===== src/rtl/rsa_decrypt_core_pkg.sv =====
// Shared definitions for the RSA modular-exponentiation cores and their benches.
// Holds the default operand width and the sequencer state encoding.
package rsa_decrypt_core_pkg;

    localparam int BITS = 32;

    typedef enum logic [2:0] {
        IDLE  = 3'd0,
        CHECK = 3'd1,
        MUL   = 3'd2,
        SQR   = 3'd3,
        FIN   = 3'd4
    } state_t;

endpackage


===== src/rtl/rsa_decrypt_core_modmul.sv =====
// Bit-serial MSB-first shift-add modular multiplier: p = a*b mod n in BITS cycles.
// The step taken in the go cycle uses the live inputs, so the result appears on p with rdy=1 in the BITS-th cycle.
module modmul_serial #(
    parameter int BITS = rsa_decrypt_core_pkg::BITS
) (
    input  logic            clk,
    input  logic            rst_n,
    input  logic            go,
    input  logic [BITS-1:0] a,
    input  logic [BITS-1:0] b,
    input  logic [BITS-1:0] n,
    output logic [BITS-1:0] p,
    output logic            rdy
);

    localparam int CW = (BITS > 1) ? $clog2(BITS) : 1;
    localparam logic [CW-1:0] LAST = CW'(BITS - 1);

    logic            active;
    logic [CW-1:0]   cnt;
    logic [BITS-1:0] p_q, md_q, mr_q, n_q;

    logic [BITS-1:0] cur_p, cur_md, cur_n, dbl_red;
    logic            cur_bit;
    logic [CW-1:0]   idx;
    logic [BITS:0]   dbl, sum;

    // Operands fit in BITS bits, so one conditional subtract suffices after each doubling or add.
    always_comb begin
        cur_p   = go ? '0 : p_q;
        cur_md  = go ? a : md_q;
        cur_n   = go ? n : n_q;
        cur_bit = go ? b[BITS-1] : mr_q[BITS-1];
        idx     = go ? '0 : cnt;
        dbl     = {cur_p, 1'b0};
        dbl_red = (dbl >= {1'b0, cur_n}) ? BITS'(dbl - {1'b0, cur_n}) : BITS'(dbl);
        sum     = cur_bit ? ({1'b0, dbl_red} + {1'b0, cur_md}) : {1'b0, dbl_red};
        p       = (sum >= {1'b0, cur_n}) ? BITS'(sum - {1'b0, cur_n}) : BITS'(sum);
        rdy     = (go || active) && (idx == LAST);
    end

    always_ff @(posedge clk or negedge rst_n) begin
        if (!rst_n) begin
            active <= 1'b0;
            cnt    <= '0;
            p_q    <= '0;
            md_q   <= '0;
            mr_q   <= '0;
            n_q    <= '0;
        end else if (go) begin
            active <= 1'(BITS > 1);
            cnt    <= CW'(1);
            p_q    <= p;
            md_q   <= a;
            mr_q   <= b << 1;
            n_q    <= n;
        end else if (active) begin
            cnt    <= cnt + CW'(1);
            p_q    <= p;
            mr_q   <= mr_q << 1;
            if (cnt == LAST) active <= 1'b0;
        end
    end

endmodule


===== src/rtl/rsa_decrypt_core.sv =====
// RSA decrypt/encrypt core: r = c^e mod n by right-to-left square-and-multiply.
// Multiplies run back to back on one serial modular multiplier sequenced only by this FSM.
module rsa_decrypt_core #(
    parameter int BITS = rsa_decrypt_core_pkg::BITS
) (
    input  logic            sysclk,
    input  logic            sysreset_n,
    input  logic            start,
    input  logic            abort,
    input  logic [BITS-1:0] c,
    input  logic [BITS-1:0] e,
    input  logic [BITS-1:0] n,
    output logic            busy,
    output logic            done,
    output logic            err,
    output logic [BITS-1:0] r
);

    import rsa_decrypt_core_pkg::*;

    state_t          state, state_d;
    logic [BITS-1:0] c_q, e_q, n_q, acc, base;
    logic            go_q, go_d;
    logic            bad_ops, exp_last, abort_now;
    logic [BITS-1:0] mm_a, mm_p;
    logic            mm_rdy;

    modmul_serial #(.BITS(BITS)) u_modmul (
        .clk   (sysclk),
        .rst_n (sysreset_n),
        .go    (go_q),
        .a     (mm_a),
        .b     (base),
        .n     (n_q),
        .p     (mm_p),
        .rdy   (mm_rdy)
    );

    always_comb begin
        state_d   = state;
        bad_ops   = (n_q < BITS'(2)) || (c_q >= n_q);
        exp_last  = (e_q[BITS-1:1] == '0);
        abort_now = abort && (state != IDLE);
        mm_a      = (state == MUL) ? acc : base;
        unique case (state)
            IDLE:    if (start) state_d = CHECK;
            CHECK: begin
                if (bad_ops || (e_q == '0)) state_d = FIN;
                else                        state_d = e_q[0] ? MUL : SQR;
            end
            MUL:     if (mm_rdy) state_d = exp_last ? FIN : SQR;
            SQR:     if (mm_rdy) state_d = e_q[1] ? MUL : SQR;
            FIN:     state_d = IDLE;
            default: state_d = IDLE;
        endcase
        // Abort overrides any transition, including one completing this cycle.
        if (abort_now) state_d = IDLE;
        go_d = ((state_d == MUL) || (state_d == SQR)) &&
               ((state == CHECK) || (((state == MUL) || (state == SQR)) && mm_rdy));
        busy = (state != IDLE);
        done = (state == FIN);
    end

    always_ff @(posedge sysclk or negedge sysreset_n) begin
        if (!sysreset_n) state <= IDLE;
        else             state <= state_d;
    end

    always_ff @(posedge sysclk or negedge sysreset_n) begin
        if (!sysreset_n) begin
            go_q <= 1'b0;
            c_q  <= '0;
            e_q  <= '0;
            n_q  <= '0;
            acc  <= '0;
            base <= '0;
            r    <= '0;
            err  <= 1'b0;
        end else begin
            go_q <= go_d;
            unique case (state)
                IDLE: if (start) begin
                    c_q <= c;
                    e_q <= e;
                    n_q <= n;
                    err <= 1'b0;
                end
                CHECK: if (!abort_now) begin
                    if (bad_ops) begin
                        r   <= '0;
                        err <= 1'b1;
                    end else if (e_q == '0) begin
                        r <= BITS'(1);
                    end else begin
                        acc  <= BITS'(1);
                        base <= c_q;
                    end
                end
                MUL: if (mm_rdy && !abort_now) begin
                    acc <= mm_p;
                    if (exp_last) r <= mm_p;
                end
                SQR: if (mm_rdy && !abort_now) begin
                    base <= mm_p;
                    e_q  <= e_q >> 1;
                end
                default: ;
            endcase
        end
    end

endmodule


===== config.mk =====
export PLATFORM = sky130hd
export DESIGN_NAME = rsa_decrypt_core
export DESIGN_NICKNAME = d
export VERILOG_FILES = /design/src/rtl/rsa_decrypt_core_pkg.sv /design/src/rtl/rsa_decrypt_core_modmul.sv /design/src/rtl/rsa_decrypt_core.sv
export SDC_FILE = /design/constraint.sdc
export NUM_CORES = 1
export LEC_CHECK = 0
export CORE_UTILIZATION = 45
export CTS_CLUSTER_DIAMETER = 60
export CTS_CLUSTER_SIZE = 8
export DETAILED_ROUTE_END_ITERATION = 10
export GPL_ROUTABILITY_DRIVEN = 1
export PLACE_DENSITY = 0.65
export SLEW_MARGIN = 20
export SYNTH_ARGS = -nofsm -noshare
export SYNTH_HDL_FRONTEND = slang
export SYNTH_SLANG_ARGS = --single-unit
export TNS_END_PERCENT = 30

===== constraint.sdc =====
create_clock -name sysclk -period 16.5 [get_ports sysclk]
set_clock_uncertainty 0.1 [all_clocks]
set_input_delay 3.3 -clock sysclk [delete_from_list [all_inputs] [get_ports sysclk]]
set_output_delay 3.3 -clock sysclk [all_outputs]
set_load 0.02 [all_outputs]

==> flow_summary.ini <==
[timing]
fmax_mhz = 91.0
worst_pin_slew_ns = 1.14
tns_ns = 0
finalSetupViolations = 0
min_period_ns = 10.98
finalMaxSlewViolations = 0
slew_headroom = 0.233
rsz0062_at_grt = no
final-hold-violation-count = 0
finalCritPeriodShare = 0.666

[clock_network]
clkLatencyLatePin_ns = 0.60
clk_pin_slew_ns = 0.05
cts_resized = 0
numCtsBuffers = 50
postCtsSetupRepairBufs = 0
cts_root_buf = clkbuf_16
cts_tree = done
cts_buffer_depth = 3
ctsHoldBuffers = 0
clkSinkCount = 330
cts_htree_levels = 2

[global_routing]
overflow = 0
met2_usage = 0.475
grt_max_degree = 157
grt_pass1_vias = 18600
grt.met3_usage = 0.0591
grt_usage = 0.323
met1_usage = 0.474
antenna_found_initial = 3
busiest_layer = met2
grt_pass1_wl_um = 116000

[logic_synthesis]
ys_top_cells_by_count = 332 x nand2_1, 330 x dfrtp_1, 198 x o21ai_0
async_reset_ff_frac = 1.00
syn-instance-count = 2401
ys_seq_area_frac = 0.387
synth_area_leaders = dfrtp_1 39%, ha_1 7.6%, nand2_1 5.8%, mux2i_1 5.1%, o21ai_0 4.6%
synth_area_per_cell_um2 = 8.89
yosys_warnings = 0
synth_area_leader_cell = dfrtp_1
ys_ff_latch = 330
synth-edff-count = 0
synth_nets = 2634
dominantRegCellSynth = dfrtp_1
netlist_area_um2 = 21300
synth.distinct_cells = 90
synth.most_common_cell = nand2_1
synth_top_area_frac = 0.387

[worst_setup_path]
reg2reg_slack_ns = 5.52
crit_slowest_cell = buf_4
crit_end = base[5]
r2r-start = go_q
path_max_fanout = 68
critPathLaunchType = flop
end_kind = flop
cpPeakStageDelay_ns = 0.79
crit_start = go_q
reg2reg_to = base[5]
reg2regPathDepth = 33
crit_arrival_ns = 11.39
required_ns = 16.91
criticalPathCategory = reg -> reg

[floorplan]
rows = 79
io_pins = 135
dieWidth_um = 220
core_area_um2 = 46700
die_h_um = 220
initial_core_util = 0.457
die-area_um2 = 48300

[final_layout]
num_antenna_cells = 0
num-nets-final = 2720
layout-drive-gt1-share = 0.0852
nFillCells = 4350
area_delta_synth_final_pct = 15.3
utilization = 0.527

[run]
drv_cap = 0

[routing]
drtIter0Drc = 2264
vias_per_cell = 6.15
drc = 10
vias = 19100
ant_nets = 0
dr.pass1.iters = 8
routedWlPerCell_um = 24.8
wl_um = 77000

[placed_design]
gp_congestion = 1.02
dp_hpwl_um = 59400
io_buffers = 134

[run_status]
status = finished with violations
failed_checks = design-rule violations

[hold_path]
hold_path.class = reg -> reg
routing by layer:
metal,share of wire,routed length (µm)
met5,0.00021,16
met4,0.032,2430
met3,0.085,6560
met2,0.43,32800
met1,0.46,35200
kinds of logic (layout without fill, tap and decap cells):
logic type,Yosys count,in the layout,synth area share
AND/OR/NAND/NOR,753,753,0.159
buffers and inverters,224,322,0.0417
XOR/XNOR,75,75,0.0308
multiplexers,187,187,0.0934
flip-flops,330,330,0.387
adder cells (fa/ha/maj),133,133,0.0790
AO/OA/AOI/OAI,699,699,0.209
metrics by stage:
step                std cells  setup slack, ns  hold WS [ns]  area, µm²
finish                   3106             5.52         0.379      24600
global route             3106             4.90         0.403      24600
CTS                      3105             5.65         0.385      24600
detailed placement       3041             5.70         0.373      23200
global placement         3041             5.81         0.363      23200
floorplan                2401             8.18         0.341      21300
worst min path at each step:
stage | start | end | slack (ns) | cells after the start
global route | r[6] | r[6] | 0.40 | 2
CTS | r[11] | r[11] | 0.38 | 2
detailed placement | acc[2] | acc[2] | 0.37 | 2
global placement | acc[11] | acc[11] | 0.36 | 2
finish | r[30] | r[30] | 0.38 | 2
floorplan | u_modmul.p_q[26] | u_modmul.p_q[26] | 0.34 | 2
cell type report:
| class | instances | area (µm²) | area share |
|---|---|---|---|
| clock buffer | 55 | 1270 | 0.0516 |
| tap | 607 | 759 | 0.0309 |
| multi-input combinational | 1847 | 12300 | 0.498 |
| sequential | 330 | 8260 | 0.336 |
| timing repair buffer | 160 | 1570 | 0.0637 |
| inverter | 98 | 368 | 0.0150 |
| clock inverter | 9 | 120 | 0.00488 |
sequential cells by signal (all words and copies together), names as in the netlist:
signal,count
base,32
e_q,32
err,1
u_modmul.active,1
u_modmul.mr_q,31
n_q,32
c_q,32
u_modmul.n_q,32
u_modmul.p_q,32
state,3
go_q,1
acc,32
r,32
u_modmul.cnt,5
u_modmul.md_q,32
critical path, delay by kind of cell, from the launching register on:
kind | cells | cell delay (ns)
mux | 1 | 0.31
compound gates | 11 | 2.82
flops | 1 | 0.71
buf+inv | 5 | 2.00
simple gates | 12 | 3.28
fa+ha+maj | 4 | 1.62
placed cells by master, fill, tap and decap left out, drive strengths merged, types with 8 or more instances in the layout:
cell	n
a211oi	28
a21o	43
a21oi	179
a22o	28
a22oi	14
a31oi	45
and2	9
and3	14
buf	27
clkbuf	55
clkdlybuf4s50	133
dfrtp	330
ha	130
inv	99
mux2	78
mux2i	109
nand2	332
nand2b	18
nand3	37
nand4	28
nor2	180
nor2b	45
nor3	38
nor3b	8
nor4	21
o211ai	22
o21a	15
o21ai	222
o21bai	17
o31ai	15
xnor2	47
xor2	28
Power is left out: the tool's default activity adds up to more than one toggle a clock period on the data nets, which glitch-free logic cannot reach.
